--- src/rtl/nested_countern.sv ---
// Cascaded multi-level loop counter with runtime-loadable per-level max values.
// Define NESTED_COUNTERN_SAT_EN to freeze at the final state with a sticky done.
module nested_countern #(
    parameter int LEVELS = 2,
    parameter int WIDTH  = 8
) (
    input  logic                    clk,
    input  logic                    rst_n,
    input  logic                    clr,
    input  logic                    en,
    input  logic [LEVELS-1:0]       load_max,
    input  logic [LEVELS*WIDTH-1:0] max_count,
    output logic [LEVELS*WIDTH-1:0] counter,
    output logic [LEVELS-1:0]       count_start,
    output logic [LEVELS-1:0]       count_last,
    output logic [LEVELS-1:0]       count_end,
    output logic                    all_end,
    output logic                    done
);

    logic [WIDTH-1:0] cnt_q [LEVELS];
    logic [WIDTH-1:0] cnt_d [LEVELS];
    logic [WIDTH-1:0] max_q [LEVELS];
    logic [WIDTH-1:0] max_d [LEVELS];
    logic             done_q;
    logic             done_d;
    logic             carry;

    always_comb begin
        for (int i = 0; i < LEVELS; i++) begin
            counter[i*WIDTH +: WIDTH] = cnt_q[i];
            count_start[i] = (cnt_q[i] == '0);
            count_end[i]   = (cnt_q[i] >= max_q[i]);
            count_last[i]  = (max_q[i] != '0) &&
                             (cnt_q[i] == max_q[i] - WIDTH'(1));
        end
    end

    assign all_end = &count_end;
    assign done    = done_q;

    always_comb begin
        cnt_d  = cnt_q;
        max_d  = max_q;
        done_d = 1'b0;
        carry  = 1'b1;
        if (clr) begin
            for (int i = 0; i < LEVELS; i++) cnt_d[i] = '0;
        end else if (|load_max) begin
            for (int i = 0; i < LEVELS; i++) begin
                if (load_max[i]) max_d[i] = max_count[i*WIDTH +: WIDTH];
            end
        end else begin
`ifdef NESTED_COUNTERN_SAT_EN
            done_d = done_q;
            if (en && all_end) begin
                done_d = 1'b1;
            end else if (en) begin
`else
            done_d = en & all_end;
            if (en) begin
`endif
                // Each level ticks only when every inner level sits at its end.
                for (int i = 0; i < LEVELS; i++) begin
                    if (carry) cnt_d[i] = count_end[i] ? '0 : cnt_q[i] + WIDTH'(1);
                    carry = carry & count_end[i];
                end
            end
        end
    end

    always_ff @(posedge clk or negedge rst_n) begin
        if (!rst_n) begin
            for (int i = 0; i < LEVELS; i++) begin
                cnt_q[i] <= '0;
                max_q[i] <= '1;
            end
            done_q <= 1'b0;
        end else begin
            for (int i = 0; i < LEVELS; i++) begin
                cnt_q[i] <= cnt_d[i];
                max_q[i] <= max_d[i];
            end
            done_q <= done_d;
        end
    end

endmodule
--- config.mk ---
export PLATFORM = sky130hd
export DESIGN_NAME = nested_countern
export DESIGN_NICKNAME = d
export VERILOG_FILES = /design/src/rtl/nested_countern.sv
export SDC_FILE = /design/constraint.sdc
export NUM_CORES = 1
export LEC_CHECK = 0
export CAP_MARGIN = 10
export CORE_MARGIN = 3
export CORE_UTILIZATION = 49
export CTS_BUF_LIST = sky130_fd_sc_hd__clkbuf_8
export CTS_CLUSTER_SIZE = 12
export DETAILED_ROUTE_END_ITERATION = 10
export MAX_ROUTING_LAYER = met4
export PLACE_DENSITY = 0.79
export SETUP_SLACK_MARGIN = 0.3
export SYNTH_ARGS = -nofsm -noshare
export SYNTH_HDL_FRONTEND = slang
export SYNTH_SLANG_ARGS = --single-unit
--- constraint.sdc ---
create_clock -name clk -period 1.95 [get_ports clk]
set_input_delay 0.195 -clock clk [delete_from_list [all_inputs] [get_ports clk]]
set_output_delay 0.195 -clock clk [all_outputs]
set_load 0.02 [all_outputs]
Yosys cells after proc, flatten, opt, wreduce, memory -nomap -nowiden
Index checks and enable logic that the tools add are counted.
{"block": "word_totals", "regBits": 33, "latch_bits": 0, "mem_bits_rw": 0, "rom_bits": 0, "in_bits": 22, "output_inout_bits": 24, "elab_cells": 38, "memories": 0}
{"block": "classes", "n_addsub": 4, "n_mul": 0, "n_div": 0, "order_cmp": 2, "eq_ne": 3, "n_shift": 0, "mux": 8, "n_bitwise": 2, "n_reduce_logical": 14}
{"op": "16-bit 2-to-1 mux", "n": 3}
{"op": "8-bit 2-to-1 mux", "n": 3}
{"op": "8-bit by 1-bit adder with 8-bit output (second input constant)", "n": 2}
{"op": "8-bit equality test", "n": 2}
{"op": "8-bit >= comparator", "n": 2}
{"op": "8-bit logical NOT", "n": 2}
{"op": "8-bit nonzero test", "n": 2}
{"op": "8-bit by 1-bit subtractor with 8-bit output (second input constant)", "n": 2}
{"op": "3-bit AND reduction", "n": 3}
{"op": "2-bit AND reduction", "n": 2}
{"op": "2-bit nonzero test", "n": 2}
{"op": "1-bit logical AND", "n": 2}
{"op": "1-bit 2-to-1 mux", "n": 2}
{"op": "2-bit inequality test (second input constant)", "n": 1}
{"op": "2-bit OR reduction", "n": 1}
{"op": "1-bit AND", "n": 1}
{"op": "1-bit NOT", "n": 1}

Longest topological paths before layout
{"block": "depth", "ltp_word": 6, "ltp_mapped": 8, "mapped_depth_nobuf": 8}

Worst setup path after synthesis
Ideal clock, no wire load.
{"block": "synth_timing", "path_type": "reg2out", "start": "reg cnt_q (netlist bit counter[0])", "end": "out all_end", "t_arrival_ns": 1.944, "path_slack_ns": -0.189, "path_stages_with_launch": 8, "n_path_buf": 1, "cell_sequence": "dfrtp_1 -> inv_1 -> ha_1 -> nand2b_1 -> a2111o_1 -> a21oi_4 -> buf_4 -> nor2_1"}
{"block": "synth_via", "elab_chain_len": 2}
{"item": "from (decl)", "line": "21", "source": "logic [WIDTH-1:0] cnt_q [LEVELS];"}
{"item": "from (signal, indexed assignment)", "line": "81", "source": "cnt_q[i] <= cnt_d[i];"}
{"item": "8-bit >= comparator", "line": "33", "source": "count_end[i] = (cnt_q[i] >= max_q[i]);"}
{"item": "2-bit AND reduction", "line": "39", "source": "assign all_end = &count_end;"}
{"item": "to (decl)", "line": "17", "source": "output logic all_end,"}
No other way between the ends.

Worst setup path after layout
{"block": "layout_timing", "start": "reg max_q[1] (netlist bit)", "end": "out all_end"}
{"block": "layout_via", "elab_chain_len": 2}
{"item": "from (decl)", "line": "23", "source": "logic [WIDTH-1:0] max_q [LEVELS];"}
{"item": "from (signal, indexed assignment)", "line": "82", "source": "max_q[i] <= max_d[i];"}
{"item": "8-bit >= comparator", "line": "33"}
{"item": "2-bit AND reduction", "line": "39"}
No other way between the ends.

==> results.sh <==
export IMPL_ys_seq_area_share_pct=34.0
export IMPL_grt_max_degree=34
export IMPL_peakVddDrop_uv=429
export IMPL_drive_gt1_share_pct=40.5
export IMPL_reg2reg_to="counter[15]"
export IMPL_die_area_sq_mm=0.00598
export IMPL_rr_worst_depth=8
export IMPL_drv_cap=0
export IMPL_gp_congestion=0.895
export IMPL_synthSimpleGateAreaFrac_pct=25.0
export IMPL_relSlewSlack_pct=63.0
export IMPL_critPathArrivalTime_ps=2060
export IMPL_crit_type="flop to output port"
export IMPL_io_pins=46
export IMPL_diodes=0
export IMPL_root_buffer="clkbuf_8"
export IMPL_coreArea_sq_mm=0.00482
export IMPL_synthesis_instances=290
export IMPL_synth_main_ff_cell="dfrtp_1"
export IMPL_dpl_instance_area_sq_mm=0.00352
export IMPL_setup_viol=23
export IMPL_antenna_found_initial=0
export IMPL_clock_latency_ps=290
export IMPL_dr_pass1_iters=5
export IMPL_synth_area_sq_mm=0.00249
export IMPL_seqCellArea_sq_um=852
export IMPL_worstReg2RegStart="max_q[1]"
export IMPL_post_drt_wl_per_cell_microns=17.3
export IMPL_synth_cell_types=51
export IMPL_clockBufferDepth=2
export IMPL_cts_hold_fix_buffers=0
export IMPL_synth_top_family_by_area="simple AND/OR/NAND/NOR gates"
export IMPL_cts_buffers=5
export IMPL_wl_met3_microns=485
export IMPL_grt_usage_pct=28.9
export IMPL_worst_pin_slew_ps=553
export IMPL_synthAdderAreaFrac_pct=11.0
export IMPL_cts_tree="yes"
export IMPL_post_route_util_pct=81.2
export IMPL_drtIter0Drc=148
export IMPL_worst_setup_path_start_kind="flop"
export IMPL_synth_nets=334
export IMPL_hold_ws_ps=316
export IMPL_finalHoldViolCount=0
export IMPL_leakage_nw=1.79
export IMPL_multi_input_area_sq_mm=0.00177
export IMPL_syn_avg_cell_area_sq_um=8.59
export IMPL_fp_row_count=25
export IMPL_maxSlewViolCount=0
export IMPL_viasPerCell=5.84
export IMPL_drc=0
export IMPL_nets=445
export IMPL_wl_met2_microns=4100
export IMPL_finalClockSkew_ps=6.28
export IMPL_clk_pin_slew_ps=70
export IMPL_grt_overflow_total=0
export IMPL_ys_ff_latch=33
export IMPL_htreeDepth=2
export IMPL_finalPower_mw=2.41
export IMPL_synthMuxAreaShare_pct=0
export IMPL_synth_compound_area_share_pct=15.7
export IMPL_synthToLayoutAreaGrowth_pct=57.0
export IMPL_synth_warnings=0
export IMPL_ant_nets=0
export IMPL_fp_dieW_microns=77.3
export IMPL_wl_met1_microns=3230
export IMPL_start_util_pct=51.7
export IMPL_grt_first_pass_wirelength_microns=13400
export IMPL_grt_pass1_vias=2771
export IMPL_cts_sinks=33
export IMPL_top_layer="met4"
export IMPL_finalCriticalPeriod_ps=2260
export IMPL_powerDensity_mw_per_mm2=616
export IMPL_rsz0062_at_grt="yes"
export IMPL_synth_xor_area_share_pct=7.38
export IMPL_async_flop_share_pct=100
export IMPL_worst_slack_ps=-306
export IMPL_cp_data_required_time_ps=1750
export IMPL_status="complete, but fails checks"
export IMPL_hp_class="input port to async pin"
export IMPL_die_y_microns=77.3
export IMPL_finalSetupTns_ps=-4420
export IMPL_end_kind="output port"
export IMPL_failed_checks="setup timing"
export IMPL_numPortBuffers=45
export IMPL_crit_fanout=4
export IMPL_fin_area_sq_mm=0.00391
export IMPL_rrSetupSlack_ps=-250
export IMPL_via_count=2739
export IMPL_synth_edf_count=0
export IMPL_nFillCells=287
export IMPL_max_freq_mhz=443
export IMPL_fin_crit_sh_pct=116
export IMPL_drt_wl_total_microns=8100
export IMPL_hpwl_microns=5400
## repair_timing
item / in CTS / in global routing
resized for setup: 77 / 22
pin swaps: 10 / 7
hold endpoints to repair: 0 / 0
setup endpoints to repair: 32 / 34
setup buffers: 10 / 2
## per-stage QoR
step / worst slack, ps / cells
floorplan: -20.4 / 290
global placement: -446 / 449
detailed placement: -504 / 449
CTS: -326 / 467
global route: -386 / 469
finish: -306 / 469
## cell families after synthesis
family	Yosys count
compound gates	62
simple gates	111
flops	33
xor+xnor	21
fa+ha+maj	22
buf+inv	41
## cells in the final DEF, fill, tap and decap left out, types with 5 or more instances in the layout
| cell | synthesis | routed |
|---|---|---|
| ha_4 | 0 | 10 |
| ha_1 | 22 | 11 |
| buf_4 | 2 | 76 |
| inv_1 | 24 | 17 |
| dfrtp_2 | 0 | 5 |
| xor2_1 | 5 | 5 |
| clkbuf_8 | 0 | 6 |
| nor2_1 | 8 | 7 |
| dfrtp_1 | 17 | 12 |
| xnor2_1 | 16 | 16 |
| nand2b_1 | 6 | 5 |
| clkdlybuf4s50_1 | 0 | 24 |
| dfstp_2 | 16 | 16 |
| o21ai_0 | 28 | 21 |
| buf_6 | 1 | 5 |
| dlymetal6s2s_1 | 0 | 6 |
| a21oi_1 | 11 | 7 |
| dlygate4sd2_1 | 0 | 8 |
| nor3_2 | 1 | 6 |
| nand2_1 | 23 | 23 |
| nor3_1 | 12 | 7 |
| nand4_1 | 8 | 8 |
| o21ai_1 | 0 | 7 |
| nand3_1 | 17 | 15 |
| inv_2 | 2 | 8 |
## synth_stat cells (3+ instances only)
cell | n | area share [%]
nand4b_1 | 3 | 1.1
nor2b_1 | 4 | 1.0
nor3_1 | 12 | 2.4
buf_2 | 3 | 0.60
nand3_1 | 17 | 3.4
inv_1 | 24 | 3.6
and3_1 | 3 | 0.75
a21oi_1 | 11 | 2.2
nand2b_1 | 6 | 1.5
o21ai_0 | 28 | 5.6
a31oi_1 | 5 | 1.3
or3_1 | 3 | 0.75
dfrtp_1 | 17 | 17
ha_1 | 22 | 11
xor2_1 | 5 | 1.8
nor2_1 | 8 | 1.2
nand2_1 | 23 | 3.5
dfstp_2 | 16 | 17
nand4_1 | 8 | 2.0
xnor2_1 | 16 | 5.6
clkbuf_1 | 9 | 1.4
nor3b_1 | 5 | 1.5
nor4_1 | 5 | 1.3
## report_power, final
| group | total, mW | switching, mW | internal [mW] |
|---|---|---|---|
| Clock | 0.538 | 0.260 | 0.278 |
| Combinational | 1.03 | 0.514 | 0.518 |
| Sequential | 0.840 | 0.0616 | 0.779 |
| Total | 2.41 | 0.837 | 1.57 |
## sequential cells by signal, indices dropped and copies added, names as in the netlist
| name | count |
|---|---|
| counter | 16 |
| done | 1 |
| max_q | 16 |
## metal layers
metal	vias to the layer above	GRT usage, %
met5	-	-
met4	0	11.2
met3	34	5.05
met2	126	49.2
met1	1319	34.0
li1	1260	-
## worst max-delay path, stage by stage (launching register included)
cell and delay, ps:
dfstp_2 570, inv_4 60, ha_4 140, or4_1 490, a21oi_1 130, o31a_2 200
nor2_2 60, buf_6 130
## worst max-delay path by stage
stage	startpoint	endpoint	slack (ps)	depth (start not counted)
6_report	max_q[1]	all_end	-310	7
5_1_grt	max_q[8]	count_last[0]	-390	8
4_1_cts	max_q[2]	all_end	-330	7
3_5_place_dp	max_q[8]	count_last[0]	-500	8
3_3_place_gp	max_q[8]	count_last[0]	-450	8
2_1_floorplan	counter[0]	counter[14]	-20	8
## final cells by class
class	count	area share (%)
well taps	67	2.14
flip-flops and latches	33	21.8
repair buffers	119	25.9
multi-input cells	216	45.2
inverters	26	2.69
clock inverters	2	0.192
clock buffers	6	2.11
Note: power is estimated with default switching activity, not from simulation.
